**config.mk**
```make
export PLATFORM = sky130hd
export DESIGN_NAME = filter_arbiter_rr
export DESIGN_NICKNAME = d
export VERILOG_FILES = /design/src/rtl/filter_arbiter_rr_pkg.sv /design/src/rtl/filter_buffer_fifo.sv /design/src/rtl/filter_arbiter_rr.sv
export SDC_FILE = /design/constraint.sdc
export NUM_CORES = 2
export LEC_CHECK = 0
export BUFFER_PORTS_ARGS = -buffer_cell sky130_fd_sc_hd__buf_4
export CAP_MARGIN = 20
export CORE_ASPECT_RATIO = 1.75
export CORE_MARGIN = 2
export CORE_UTILIZATION = 25
export CTS_CLUSTER_DIAMETER = 80
export DETAILED_ROUTE_END_ITERATION = 7
export PLACE_DENSITY = 0.39
export SETUP_SLACK_MARGIN = 0.1
export SYNTH_ARGS = -nofsm -noshare
export SYNTH_HDL_FRONTEND = slang
export SYNTH_SLANG_ARGS = --single-unit
```
**constraint.sdc**
```tcl
create_clock -name clk -period 13.3 [get_ports clk]
set_input_delay 1.995 -clock clk [delete_from_list [all_inputs] [get_ports clk]]
set_output_delay 1.995 -clock clk [all_outputs]
set_load 0.02 [all_outputs]
```
**src/rtl/filter_arbiter_rr_pkg.sv**
```systemverilog
// Shared constants for the pair-filter to force-pipeline merge path.
// PAIR_WIDTH must match the filter output and force-pipeline input record widths.
package filter_arbiter_rr_pkg;

    localparam int unsigned PAIR_WIDTH     = 96;
    localparam int unsigned NUM_FILTER_DEF = 4;
    localparam int unsigned DATA_WIDTH_DEF = PAIR_WIDTH;
    localparam int unsigned FIFO_DEPTH_DEF = 8;
    localparam int unsigned AF_MARGIN_DEF  = 2;

endpackage

```
**src/rtl/filter_buffer_fifo.sv**
```systemverilog
// Per-channel first-word-fall-through FIFO with a registered almost_full flag.
// A push while full is ignored; a pop while empty is ignored.
module filter_buffer_fifo
    import filter_arbiter_rr_pkg::*;
#(
    parameter int unsigned DATA_WIDTH = DATA_WIDTH_DEF,
    parameter int unsigned FIFO_DEPTH = FIFO_DEPTH_DEF,
    parameter int unsigned AF_MARGIN  = AF_MARGIN_DEF
) (
    input  logic                        clk,
    input  logic                        rst,
    input  logic                        push,
    input  logic [DATA_WIDTH-1:0]       din,
    input  logic                        pop,
    output logic [DATA_WIDTH-1:0]       dout,
    output logic                        empty,
    output logic                        full,
    output logic                        almost_full,
    output logic [$clog2(FIFO_DEPTH):0] count
);

    localparam int unsigned AW = $clog2(FIFO_DEPTH);
    localparam int unsigned CW = AW + 1;

    logic [DATA_WIDTH-1:0] mem [FIFO_DEPTH];
    logic [AW-1:0]         wr_ptr;
    logic [AW-1:0]         rd_ptr;
    logic                  do_push;
    logic                  do_pop;
    logic [CW-1:0]         count_nxt;

    // Flags come from the registered count only, so a simultaneous pop never frees a slot early.
    assign full    = (count == CW'(FIFO_DEPTH));
    assign empty   = (count == '0);
    assign do_push = push && !full;
    assign do_pop  = pop && !empty;
    assign dout    = mem[rd_ptr];

    always_comb begin
        count_nxt = count;
        case ({do_push, do_pop})
            2'b10:   count_nxt = count + CW'(1);
            2'b01:   count_nxt = count - CW'(1);
            default: count_nxt = count;
        endcase
    end

    always_ff @(posedge clk) begin
        if (rst) begin
            wr_ptr      <= '0;
            rd_ptr      <= '0;
            count       <= '0;
            almost_full <= 1'b0;
        end else begin
            if (do_push) wr_ptr <= wr_ptr + AW'(1);
            if (do_pop)  rd_ptr <= rd_ptr + AW'(1);
            count       <= count_nxt;
            almost_full <= (count_nxt >= CW'(FIFO_DEPTH - AF_MARGIN));
        end
    end

    // Storage is not reset; validity is tracked by the pointers.
    always_ff @(posedge clk) begin
        if (do_push) mem[wr_ptr] <= din;
    end

endmodule

```
**src/rtl/filter_arbiter_rr.sv**
```systemverilog
// Round-robin merge of NUM_FILTER buffered filter channels into one registered
// ready/valid stream tagged with the source channel.
module filter_arbiter_rr
    import filter_arbiter_rr_pkg::*;
#(
    parameter int unsigned NUM_FILTER = NUM_FILTER_DEF,
    parameter int unsigned DATA_WIDTH = DATA_WIDTH_DEF,
    parameter int unsigned FIFO_DEPTH = FIFO_DEPTH_DEF,
    parameter int unsigned AF_MARGIN  = AF_MARGIN_DEF,
    parameter int unsigned CHAN_WIDTH = $clog2(NUM_FILTER)
) (
    input  logic                             clk,
    input  logic                             rst,
    input  logic [NUM_FILTER-1:0]            in_valid,
    input  logic [NUM_FILTER*DATA_WIDTH-1:0] in_data,
    output logic [NUM_FILTER-1:0]            almost_full,
    output logic [NUM_FILTER-1:0]            overflow,
    output logic                             out_valid,
    input  logic                             out_ready,
    output logic [DATA_WIDTH-1:0]            out_data,
    output logic [CHAN_WIDTH-1:0]            out_chan,
    output logic [31:0]                      xfer_count
);

    localparam int unsigned CW = $clog2(FIFO_DEPTH) + 1;
    localparam int unsigned SW = CHAN_WIDTH + 1;

    logic [NUM_FILTER-1:0] fifo_push;
    logic [NUM_FILTER-1:0] fifo_pop;
    logic [NUM_FILTER-1:0] fifo_empty;
    logic [NUM_FILTER-1:0] fifo_full;
    logic [NUM_FILTER-1:0] drop;
    logic [DATA_WIDTH-1:0] head [NUM_FILTER];
    logic [CW-1:0]         fifo_count [NUM_FILTER];

    logic [CHAN_WIDTH-1:0] ptr;
    logic [CHAN_WIDTH-1:0] ptr_nxt;
    logic [CHAN_WIDTH-1:0] gnt;
    logic [CHAN_WIDTH-1:0] scan_idx;
    logic [SW-1:0]         scan_sum;
    logic                  gnt_valid;
    logic                  load;

    for (genvar i = 0; i < int'(NUM_FILTER); i++) begin : g_chan
        assign fifo_push[i] = in_valid[i] && !fifo_full[i];
        assign drop[i]      = in_valid[i] && (fifo_count[i] == CW'(FIFO_DEPTH));

        filter_buffer_fifo #(
            .DATA_WIDTH (DATA_WIDTH),
            .FIFO_DEPTH (FIFO_DEPTH),
            .AF_MARGIN  (AF_MARGIN)
        ) u_fifo (
            .clk         (clk),
            .rst         (rst),
            .push        (fifo_push[i]),
            .din         (in_data[i*DATA_WIDTH +: DATA_WIDTH]),
            .pop         (fifo_pop[i]),
            .dout        (head[i]),
            .empty       (fifo_empty[i]),
            .full        (fifo_full[i]),
            .almost_full (almost_full[i]),
            .count       (fifo_count[i])
        );
    end

    assign load = !out_valid || out_ready;

    // First non-empty channel scanning from ptr upward with wrap.
    always_comb begin
        gnt_valid = 1'b0;
        gnt       = '0;
        scan_sum  = '0;
        scan_idx  = '0;
        for (int unsigned k = 0; k < NUM_FILTER; k++) begin
            scan_sum = SW'(ptr) + SW'(k);
            if (scan_sum >= SW'(NUM_FILTER)) scan_sum = scan_sum - SW'(NUM_FILTER);
            scan_idx = scan_sum[CHAN_WIDTH-1:0];
            if (!gnt_valid && !fifo_empty[scan_idx]) begin
                gnt_valid = 1'b1;
                gnt       = scan_idx;
            end
        end
    end

    always_comb begin
        fifo_pop = '0;
        ptr_nxt  = ptr;
        if (load && gnt_valid) begin
            fifo_pop[gnt] = 1'b1;
            ptr_nxt       = (gnt == CHAN_WIDTH'(NUM_FILTER - 1)) ? '0 : gnt + CHAN_WIDTH'(1);
        end
    end

    always_ff @(posedge clk) begin
        if (rst) begin
            ptr        <= '0;
            out_valid  <= 1'b0;
            out_data   <= '0;
            out_chan   <= '0;
            overflow   <= '0;
            xfer_count <= '0;
        end else begin
            ptr      <= ptr_nxt;
            overflow <= overflow | drop;
            if (out_valid && out_ready) xfer_count <= xfer_count + 32'd1;
            if (load) begin
                out_valid <= gnt_valid;
                if (gnt_valid) begin
                    out_data <= head[gnt];
                    out_chan <= gnt;
                end
            end
        end
    end

endmodule

```
==> metrics.txt <==
Avg Vias per Cell 4.46; largest cells by area after synthesis edfxtp_1 (74%), mux4_2 (14%), mux2i_1 (4.7%); CTS Buffer Depth 4; global-route wire length before repair 513000 um; Core Area 0.498 mm2; H-tree levels 5; die area 0.505 mm2; Worst slew margin 29.7%; TNS Setup 0 ns; Leakage 0.0446 uW; clock latency on the worst-skew pair 0.93 ns; Max Cap Viol 0; Main synth FF type edfxtp_1; clk sinks 3265; HP Class reg2reg; Gate Count Post-Synth 5596; fin. max-slew vios 0; Rows 343; drt pass-1 iters 7; total track usage 14.5%; post-CTS clock slew at the launch and capture registers of the worst setup and hold paths 0.07 ns; setup violators final 0; sequential area share after synthesis 77.0%; synthesized net count 6009; worst path required time 14.14 ns; post-CTS setup buffers 0; Starting DRT DRC Count 4110; area leader, netlist edfxtp_1; number of remaining DRC errors 0; post-route clock period utilization 37.1%; FFs w/ async S/R, synth 0%; CP Class reg2reg; Post-CTS Hold Fix Bufs 0; Detail Route Antenna Nets 0; Synth top area share 73.9%; initial antenna violation count 215; vias in the first global route 62084; Critical Path End Type flop; status complete, no violations; Post-synth EDFFs 3072; Clock Tree Root clkbuf_16; die height 939 um; unrepaired setup endpoints after global routing false; Post-Route Utilization 29.6%; Routability Congestion 0.742; Port Buffers 529; global route overflow 0; # IOs 530; Initial Util 25.1%; Placed Instances 12513; Tmin final 4.94 ns; Slew @ Worst Pin 1.03 ns; Die Wd 538 um; Pwr Density 192 mW/mm2; CTS buffer count 318; mean post-synth cell area 22.3 um2; post-CTS resize count 0; Post-Syn Area 0.125 mm2; routed wire length 372000 um; Synth warnings 0; Seq cells post-synth 3265; Fmax 202 MHz; fin cells 13136; Vias 58571; worst hold slack 0.465 ns; Power Total 28300 uW; startpoint types flop; Fin. Hold Viols 0; nets@finish 6692; Critical Path AT 5.78 ns; WL/cell 28.3 um; CTS tree done; area grow syn2layout 17.9%; Cell variety after synth 58; commonest cells in the netlist edfxtp_1 (3072), mux4_2 (768), mux2i_1 (582); most common cell in the synthesized netlist edfxtp_1; share of cells above drive strength 1 30.3%; clock skew 0.0442 ns; crit path max fanout 44; Max IR drop VDD 0.275 mV; hpwl dp 243000 um; largest net degree at the start of global routing 118
-- final cells by class --
cell class                      count  area (um2)
Antenna cell                       50         125
Sequential cell                  3265       96200
Clock inverter                    175        1480
Fill cell                       48473      351000
Timing Repair Buffer              667        5180
Inverter                            9        33.8
Clock buffer                      397        8490
Tap cell                         6555        8200
Multi-Input combinational cell   2018       27500
-- flip-flops by register name, indices dropped and copies added, names as in the netlist, named ones only --
| register | flops |
|---|---|
| g_chan.u_fifo.rd_ptr | 12 |
| ptr | 2 |
| g_chan.u_fifo.wr_ptr | 12 |
| out_valid | 1 |
| xfer_count | 32 |
| out_data | 96 |
| out_chan | 2 |
| g_chan.u_fifo.count | 16 |
| g_chan.u_fifo.almost_full | 4 |
| overflow | 4 |
| g_chan.u_fifo.mem | 3072 |
-- cell families after synthesis --
logic type | count (synthesis) | share of synthesized area [%]
DFF | 3265 | 77.0
muxes | 1354 | 18.6
and+or+nand+nor | 427 | 1.82
buffers and inverters | 313 | 1.14
AOI/OAI and AO/OA | 158 | 0.822
xor gates and xnor gates | 57 | 0.400
adders and majority gates | 22 | 0.221
-- stage by stage --
stage | worst slack, ns | area [um2]
after global routing | 8.03 | 147000
final | 8.36 | 147000
after CTS | 8.21 | 147000
after global placement | 7.89 | 137000
after detailed placement | 7.83 | 137000
after floorplan | 1.04 | 125000
-- placed cells by master, fill, tap and decap left out, drive strengths merged, types with 98 or more instances in the layout --
cell,synthesis,final
clkbuf,160,397
buf,144,667
nor3,115,115
clkinv,0,127
mux4,768,768
nor2,181,181
dfxtp,193,193
mux2i,582,582
edfxtp,3072,3072
o22ai,98,98
-- power breakdown --
group	leakage [uW]	total (uW)	switching, uW	internal [uW]
logic	0.0102	7130	4340	2790
clock network	0.00484	8910	3940	4970
registers	0.0295	12200	404	11800
total	0.0446	28300	8680	19600
-- per-layer routing --
| metal | part of all wire [%] | vias to the layer above | global-route usage [%] |
|---|---|---|---|
| met3 | 7.5 | 611 | 4.64 |
| met4 | 2.7 | 176 | 3.96 |
| met2 | 47 | 1354 | 22.9 |
| met5 | 0.30 | - | 0 |
| li1 | - | 24793 | - |
| met1 | 43 | 31637 | 19.0 |
-- critical path: stages (launching register included) --
cell      delay, ns
dfxtp_1        0.41
nor4_4         0.58
o221ai_1       0.33
a21oi_4        0.22
buf_4          0.77
buf_4          0.48
buf_4          0.68
buf_4          0.60
mux2i_1        0.31
o22ai_1        0.12
nor3_1         0.20
-- worst paths after layout --
path | startpoint | end | slack, ns | depth (start not counted)
worst max-delay path | g_chan[2].u_fifo.count[1] | out_data[59] | 8.36 | 10
worst min-delay path | overflow[0] | overflow[0] | 0.46 | 2
worst max register to register | g_chan[2].u_fifo.count[1] | out_data[59] | 8.36 | 10
worst min register to register | overflow[0] | overflow[0] | 0.46 | 2
Note: power is estimated with default switching activity, not from simulation.
